**config.mk**
```make
export PLATFORM = sky130hd
export DESIGN_NAME = sender_nch
export DESIGN_NICKNAME = d
export VERILOG_FILES = /design/src/rtl/sender_nch.sv
export SDC_FILE = /design/constraint.sdc
export NUM_CORES = 1
export LEC_CHECK = 0
export ABC_AREA = 1
export BUFFER_PORTS_ARGS = -buffer_cell sky130_fd_sc_hd__buf_4
export CAP_MARGIN = 10
export CORE_MARGIN = 5
export CORE_UTILIZATION = 50
export DETAILED_ROUTE_END_ITERATION = 10
export GPL_ROUTABILITY_DRIVEN = 0
export PLACE_DENSITY = 0.7
export SETUP_SLACK_MARGIN = 0.4
export SYNTH_ARGS = -nofsm -noshare
export SYNTH_HDL_FRONTEND = slang
export SYNTH_SLANG_ARGS = --single-unit
```
**constraint.sdc**
```tcl
create_clock -name clk -period 3.65 [get_ports clk]
set_input_delay 0.365 -clock clk [delete_from_list [all_inputs] [get_ports clk]]
set_output_delay 0.365 -clock clk [all_outputs]
set_load 0.01 [all_outputs]
```
**src/rtl/sender_nch.sv**
```systemverilog
// Multi-channel handshake sender: per-channel two- or four-phase request FSM with a
// pending-drive counter, plus a delayed forward of the shared free token.

module sender_ch #(
    parameter int DEPTH      = 3,
    parameter int FOUR_PHASE = 0
) (
    input  logic                       clk,
    input  logic                       rst,
    input  logic                       drive,
    input  logic                       ack,
    output logic                       outr,
    output logic                       busy,
    output logic [$clog2(DEPTH+1)-1:0] pend,
    output logic                       ovf
);
    localparam int CW = $clog2(DEPTH+1);
    localparam logic [CW-1:0] DEPTH_C = CW'(DEPTH);

    typedef enum logic [1:0] {IDLE, WAIT, REQ, RTZ} state_t;

    state_t        st, nxt_st;
    logic          nxt_outr, nxt_ovf;
    logic [CW-1:0] nxt_pend;
    logic          can_launch, launch;

    always_comb begin
        can_launch = (st == IDLE) || (st == WAIT && ack == outr) || (st == RTZ && !ack);
        launch     = can_launch && (pend != '0 || drive);
        nxt_st     = st;
        nxt_outr   = outr;
        nxt_pend   = pend;
        nxt_ovf    = ovf;

        if (launch) begin
            nxt_outr = (FOUR_PHASE != 0) ? 1'b1 : ~outr;
            nxt_st   = (FOUR_PHASE != 0) ? REQ : WAIT;
        end else if (can_launch) begin
            nxt_st = IDLE;
        end else if (st == REQ && ack) begin
            nxt_outr = 1'b0;
            nxt_st   = RTZ;
        end

        // A drive arriving alongside a pending launch replaces the consumed token.
        if (launch && pend != '0 && !drive)
            nxt_pend = pend - 1'b1;
        else if (!launch && drive) begin
            if (pend < DEPTH_C) nxt_pend = pend + 1'b1;
            else                nxt_ovf  = 1'b1;
        end
    end

    always_ff @(posedge clk) begin
        if (rst) begin
            st   <= IDLE;
            outr <= 1'b0;
            pend <= '0;
            ovf  <= 1'b0;
            busy <= 1'b0;
        end else begin
            st   <= nxt_st;
            outr <= nxt_outr;
            pend <= nxt_pend;
            ovf  <= nxt_ovf;
            busy <= (nxt_st != IDLE) || (nxt_pend != '0);
        end
    end
endmodule

module sender_nch #(
    parameter int CHANNELS   = 4,
    parameter int DEPTH      = 3,
    parameter int FREE_DELAY = 2,
    parameter int FOUR_PHASE = 0
) (
    input  logic                                  clk,
    input  logic                                  rst,
    input  logic [CHANNELS-1:0]                   i_drive,
    input  logic [CHANNELS-1:0]                   i_ack,
    input  logic                                  i_free,
    output logic [CHANNELS-1:0]                   outR,
    output logic                                  o_free,
    output logic [CHANNELS-1:0]                   o_busy,
    output logic [CHANNELS*$clog2(DEPTH+1)-1:0]   o_pending,
    output logic [CHANNELS-1:0]                   o_overflow
);
    localparam int CW = $clog2(DEPTH+1);

    for (genvar c = 0; c < CHANNELS; c++) begin : g_ch
        sender_ch #(
            .DEPTH      (DEPTH),
            .FOUR_PHASE (FOUR_PHASE)
        ) u_ch (
            .clk   (clk),
            .rst   (rst),
            .drive (i_drive[c]),
            .ack   (i_ack[c]),
            .outr  (outR[c]),
            .busy  (o_busy[c]),
            .pend  (o_pending[c*CW +: CW]),
            .ovf   (o_overflow[c])
        );
    end

    if (FREE_DELAY == 0) begin : g_free_comb
        assign o_free = i_free;
    end else begin : g_free_sr
        logic [FREE_DELAY-1:0] sr;
        always_ff @(posedge clk) begin
            if (rst) sr <= '0;
            else     sr <= (sr << 1) | FREE_DELAY'(i_free);
        end
        assign o_free = sr[FREE_DELAY-1];
    end
endmodule

```
# ---- Yosys cells after proc, flatten, opt, wreduce, memory -nomap -nowiden
# Index checks and enable logic that the tools add are counted.
dict set report totals {
  out_inout_bits 21
  register_bits 30
  inputBits 11
  wordCells 186
}
dict set report classes {
  add_sub_neg 8
  n_mux 36
  magnitude_cmp 4
  eq_ne 20
  n_reduce_logical 84
  bitwise_logic 13
}
# cell count
set op_table {}
lappend op_table {{$mux 2} 24}
lappend op_table {{$reduce_bool 2->1} 16}
lappend op_table {{$logic_and 1x1->1} 28}
lappend op_table {{$eq 2x2->1 const B} 8}
lappend op_table {{$logic_or 1x1->1} 16}
lappend op_table {{$logic_not 1->1} 12}
lappend op_table {{$mux 1} 12}
lappend op_table {{$not 1->1} 12}
lappend op_table {{$reduce_and 3->1} 4}
lappend op_table {{$add 2x1->2 const B} 4}
lappend op_table {{$eq 2x1->1 const B} 4}
lappend op_table {{$logic_not 2->1} 4}
lappend op_table {{$lt 2x2->1 const B} 4}
lappend op_table {{$ne 2x2->1 const B} 4}
lappend op_table {{$reduce_and 2->1} 4}
lappend op_table {{$sub 2x1->2 const B} 4}
lappend op_table {{$eq 1x1->1} 4}
lappend op_table {{$or 2x1->2} 1}

# ---- Depth between registers and ports, before layout
dict set report depth {
  ltp_word 11
  ltp_mapped 12
  mapped_depth_nobuf 12
}

# ---- Hierarchy
# From an unflattened synthesis, not the netlist that was laid out.
dict set report unflattened {
  hier_cells 238
  area_unflattened_um2 1691.6
}
# module n_inst area_per_inst_um2 cells_per_inst seq_area_each_um2
set modules_own_cells {}
lappend modules_own_cells {sender_ch 4 409.1 58 140.1}
lappend modules_own_cells {sender_nch 1 55.1 6 40.0}

# ---- Worst setup path before layout
# OpenSTA, ideal clock, no wires.
dict set report synth_timing {
  path_type {register to register}
  start {reg g_ch[0].u_ch.pend[0]}
  end {reg g_ch[0].u_ch.busy}
  path_buffers 0
  synth_period_minus_slack_ps 1348
  t_required_ps 3585
  setup_ps 65
  stages_incl_launch_ff 9
  t_arrival_ps 1283
  slack_ps 2302
  path_cell_list {dfxtp_1 inv_1 ha_1 nor2_1 nand2_2 or2_1 nand2_1 nor2_1 nor2_1}
}
dict set report synth_via {
  elab_chain_len 9
}
# item line_no
set synth_lines {}
lappend synth_lines {{start: declaration} 14} ;# output logic [$clog2(DEPTH+1)-1:0] pend,
lappend synth_lines {{start signal: assignment} 64} ;# pend <= nxt_pend;
lappend synth_lines {{parallel branches: the longest is 8 deep, another holds $add 2x1->2} n/a}
lappend synth_lines {{$logic_or 1x1->1 (*)} 66} ;# busy <= (nxt_st != IDLE) || (nxt_pend != '0);
lappend synth_lines {{end signal: assignment} 66}
lappend synth_lines {{end: declaration} 13} ;# output logic busy,
# Mark *: on every way between the ends.
# A chain may end at the register's enable or synchronous reset.

# ---- Worst setup path in the final report
# Ends and elaborated chain as after synthesis.

==> results_dict.tcl <==
set metrics [dict create \
    postCtsHoldBufs 0 \
    crit_end "g_ch[0].u_ch.busy$_SDFF_PP0_" \
    gr-total-overflow 0 \
    clk_path_buf_depth 2 \
    first_pass_iters 4 \
    arrival_ns 1.72 \
    antenna_found_initial 0 \
    ant_nets 0 \
    cts_resized 0 \
    utilization 0.5936 \
    wire_per_inst_um 9.690 \
    syn_area_um2 1778 \
    htreeDepth 2 \
    synth_cell_type_count 19 \
    drt_iter0_drc 41 \
    slew-limit-headroom 0.7874 \
    whs_ns 0.2483 \
    syn_to_final_growth_pct 13.16 \
    via_per_inst 4.745 \
    insertedDiodeCount 0 \
    power_density_nw_per_um2 762.9 \
    total_power_w 0.001535 \
    synth_area_per_cell_um2 6.918 \
    hold_path.class "in -> reg" \
    totalWireLength_um 3159 \
    critical_path_required_ns 3.92 \
    fin_nets 307 \
    fp.coreArea_um2 3390 \
    ir_drop_mv 0.3471 \
    ys_warn_count 0 \
    rows 21 \
    slowest_stage "dfxtp_1" \
    crit_chain "inv_1 > ha_1 > nor2_1 > nand2_2 > or2_1 > nand2_1 > nor2_1 > nor2_1" \
    outcome "finished, final reports clean" \
    grtUsageTotal 0.1381 \
    reg2reg_depth 8 \
    period_minus_slack_ns 1.450 \
    setup_viol 0 \
    grt_setup_unrepaired "false" \
    hold_viol_final 0 \
    dp_hpwl_um 2381 \
    dieWidth_um 69.63 \
    cp-start-kind "flip-flop" \
    crit_fanout 4 \
    route.detailed.drc 0 \
    rrSetupSlack_ns 2.20 \
    fin_skew_ns 0.008529 \
    pin_count 32 \
    die_area_um2 4848 \
    maxCapViolCount 0 \
    clock_latency_ns 0.33 \
    worst_pin_slew_ns 0.3190 \
    leakage_nw 1.033 \
    syn_nets 284 \
    cpPeakStageDelay_ns 0.40 \
    crit_top_cell "nor2_1" \
    clock-sinks 30 \
    post_cts_buffers 0 \
    startpoint "g_ch[0].u_ch.pend[0]$_SDFF_PP0_" \
    grt_start_max_net_pins 31 \
    final_area_um2 2012 \
    grt_pass1_vias 1361 \
    synth_area_leaders "dfxtp_1 34%, ha_1 11%, nand2_1 11%, nand3_1 8.4%, inv_1 6.8%" \
    synth_seq_cells 30 \
    fin_crit_sh 0.3972 \
    root_buffer "clkbuf_4" \
    crit_type "reg -> reg" \
    r2r-end "g_ch[0].u_ch.busy$_SDFF_PP0_" \
    drv_slew 0 \
    seq_area_frac_synth 0.3378 \
    layout_commonest_cell "nand2_1" \
    cts_tree "done" \
    endpoint_kind "flip-flop" \
    grt_pass1_wl_um 5609 \
    postPlaceCellArea_um2 1967 \
    clkTransAtPathRegs_ns 0.09 \
    portBuffers 31 \
    reg2reg_from "g_ch[0].u_ch.pend[0]$_SDFF_PP0_" \
    yosysTopAreaCellShare 0.3378 \
    mostFrequentLayoutCells "50 x nand2_1, 32 x inv_1, 31 x buf_4, 30 x nand3_1, 30 x dfxtp_1" \
    vias 1547 \
    start_util 0.5245 \
    setup-tns-final_ns 0 \
    clock.fmax_ghz 0.6898 \
    synth_cells 257 \
    die_y_um 69.63 \
    yosysTopAreaCell "dfxtp_1" \
    cts_inserted_buffers 5 \
    drive_gt1_frac 0.2000 \
]
synth_stat cells:
master    count
o21ai_1       4
inv_1        32
nand2_1      50
nand4_1       4
nand2_4       2
o21ai_0       3
dfxtp_1      30
nor3_1        4
ha_1         16
nand3_1      30
inv_2        10
or2_1         2
nor3b_1       1
o21bai_1      4
buf_4        12
a21oi_1      16
nand2_2       8
nor2_1       26
clkbuf_1      3
routing by layer:
layer  up-vias  wire, um  GRT usage
li1        843         -          -
met2        37      1383     0.2108
met3         6       183    0.04928
met1       661      1539     0.1738
met4         0        53    0.06170
met5         -         0          0
cells by family (layout without fill, tap and decap cells):
group                      after synthesis  in the layout  synth area share
adders and majority gates               16             16            0.1126
DFF                                     30             30            0.3378
AOI/OAI and AO/OA                       27             27           0.08163
buffers and inverters                   57             80            0.1457
and+or+nand+nor                        127            127            0.3223
cell type report:
cell class                      instances  area [um2]
Fill cell                             331        1378
Multi-Input combinational cell        170       918.4
Sequential cell                        30       600.6
Timing Repair Buffer                   31       232.7
Inverter                               42       157.7
Tap cell                               46       57.56
Clock buffer                            7       45.04
metrics by stage:
step / setup slack (ns) / std cells
after global placement: 2.231 / 319
after detailed placement: 2.212 / 319
after floorplan: 2.302 / 257
after CTS: 2.203 / 326
final: 2.200 / 326
after global routing: 2.043 / 326
how the worst min path moves through the flow:
stage | slack [ns] | to | cells past startpoint | from
2_1_floorplan | 0.39 | g_free_sr.sr[1]$_SDFF_PP0_ | 2 | g_free_sr.sr[0]$_SDFF_PP0_
3_3_place_gp | 0.39 | g_free_sr.sr[1]$_SDFF_PP0_ | 2 | g_free_sr.sr[0]$_SDFF_PP0_
3_5_place_dp | 0.39 | g_free_sr.sr[1]$_SDFF_PP0_ | 2 | g_free_sr.sr[0]$_SDFF_PP0_
4_1_cts | 0.24 | g_free_sr.sr[0]$_SDFF_PP0_ | 3 | i_free
5_1_grt | 0.25 | g_free_sr.sr[0]$_SDFF_PP0_ | 3 | i_free
6_report | 0.25 | g_free_sr.sr[0]$_SDFF_PP0_ | 3 | i_free
sequential cells by signal, summed over array words and instances, names as in the netlist:
signal,cells
g_ch.u_ch.pend,8
g_ch.u_ch.st,8
g_ch.u_ch.busy,4
g_ch.u_ch.outr,4
g_ch.u_ch.ovf,4
g_free_sr.sr,2
worst max-delay path: cells and delay by family (launching register included):
| family | cells | cell delay, ns |
|---|---|---|
| adder cells (fa/ha/maj) | 1 | 0.22 |
| buffers and inverters | 1 | 0.11 |
| flip-flops | 1 | 0.40 |
| AND/OR/NAND/NOR | 6 | 0.65 |
power breakdown:
part | leakage, nW | switching (W) | internal, W
registers | 0.247 | 0.0000859 | 0.000433
logic | 0.761 | 0.000483 | 0.000353
clock network | 0.0254 | 0.000107 | 0.0000725
Note: power is estimated with default switching activity, not from simulation.
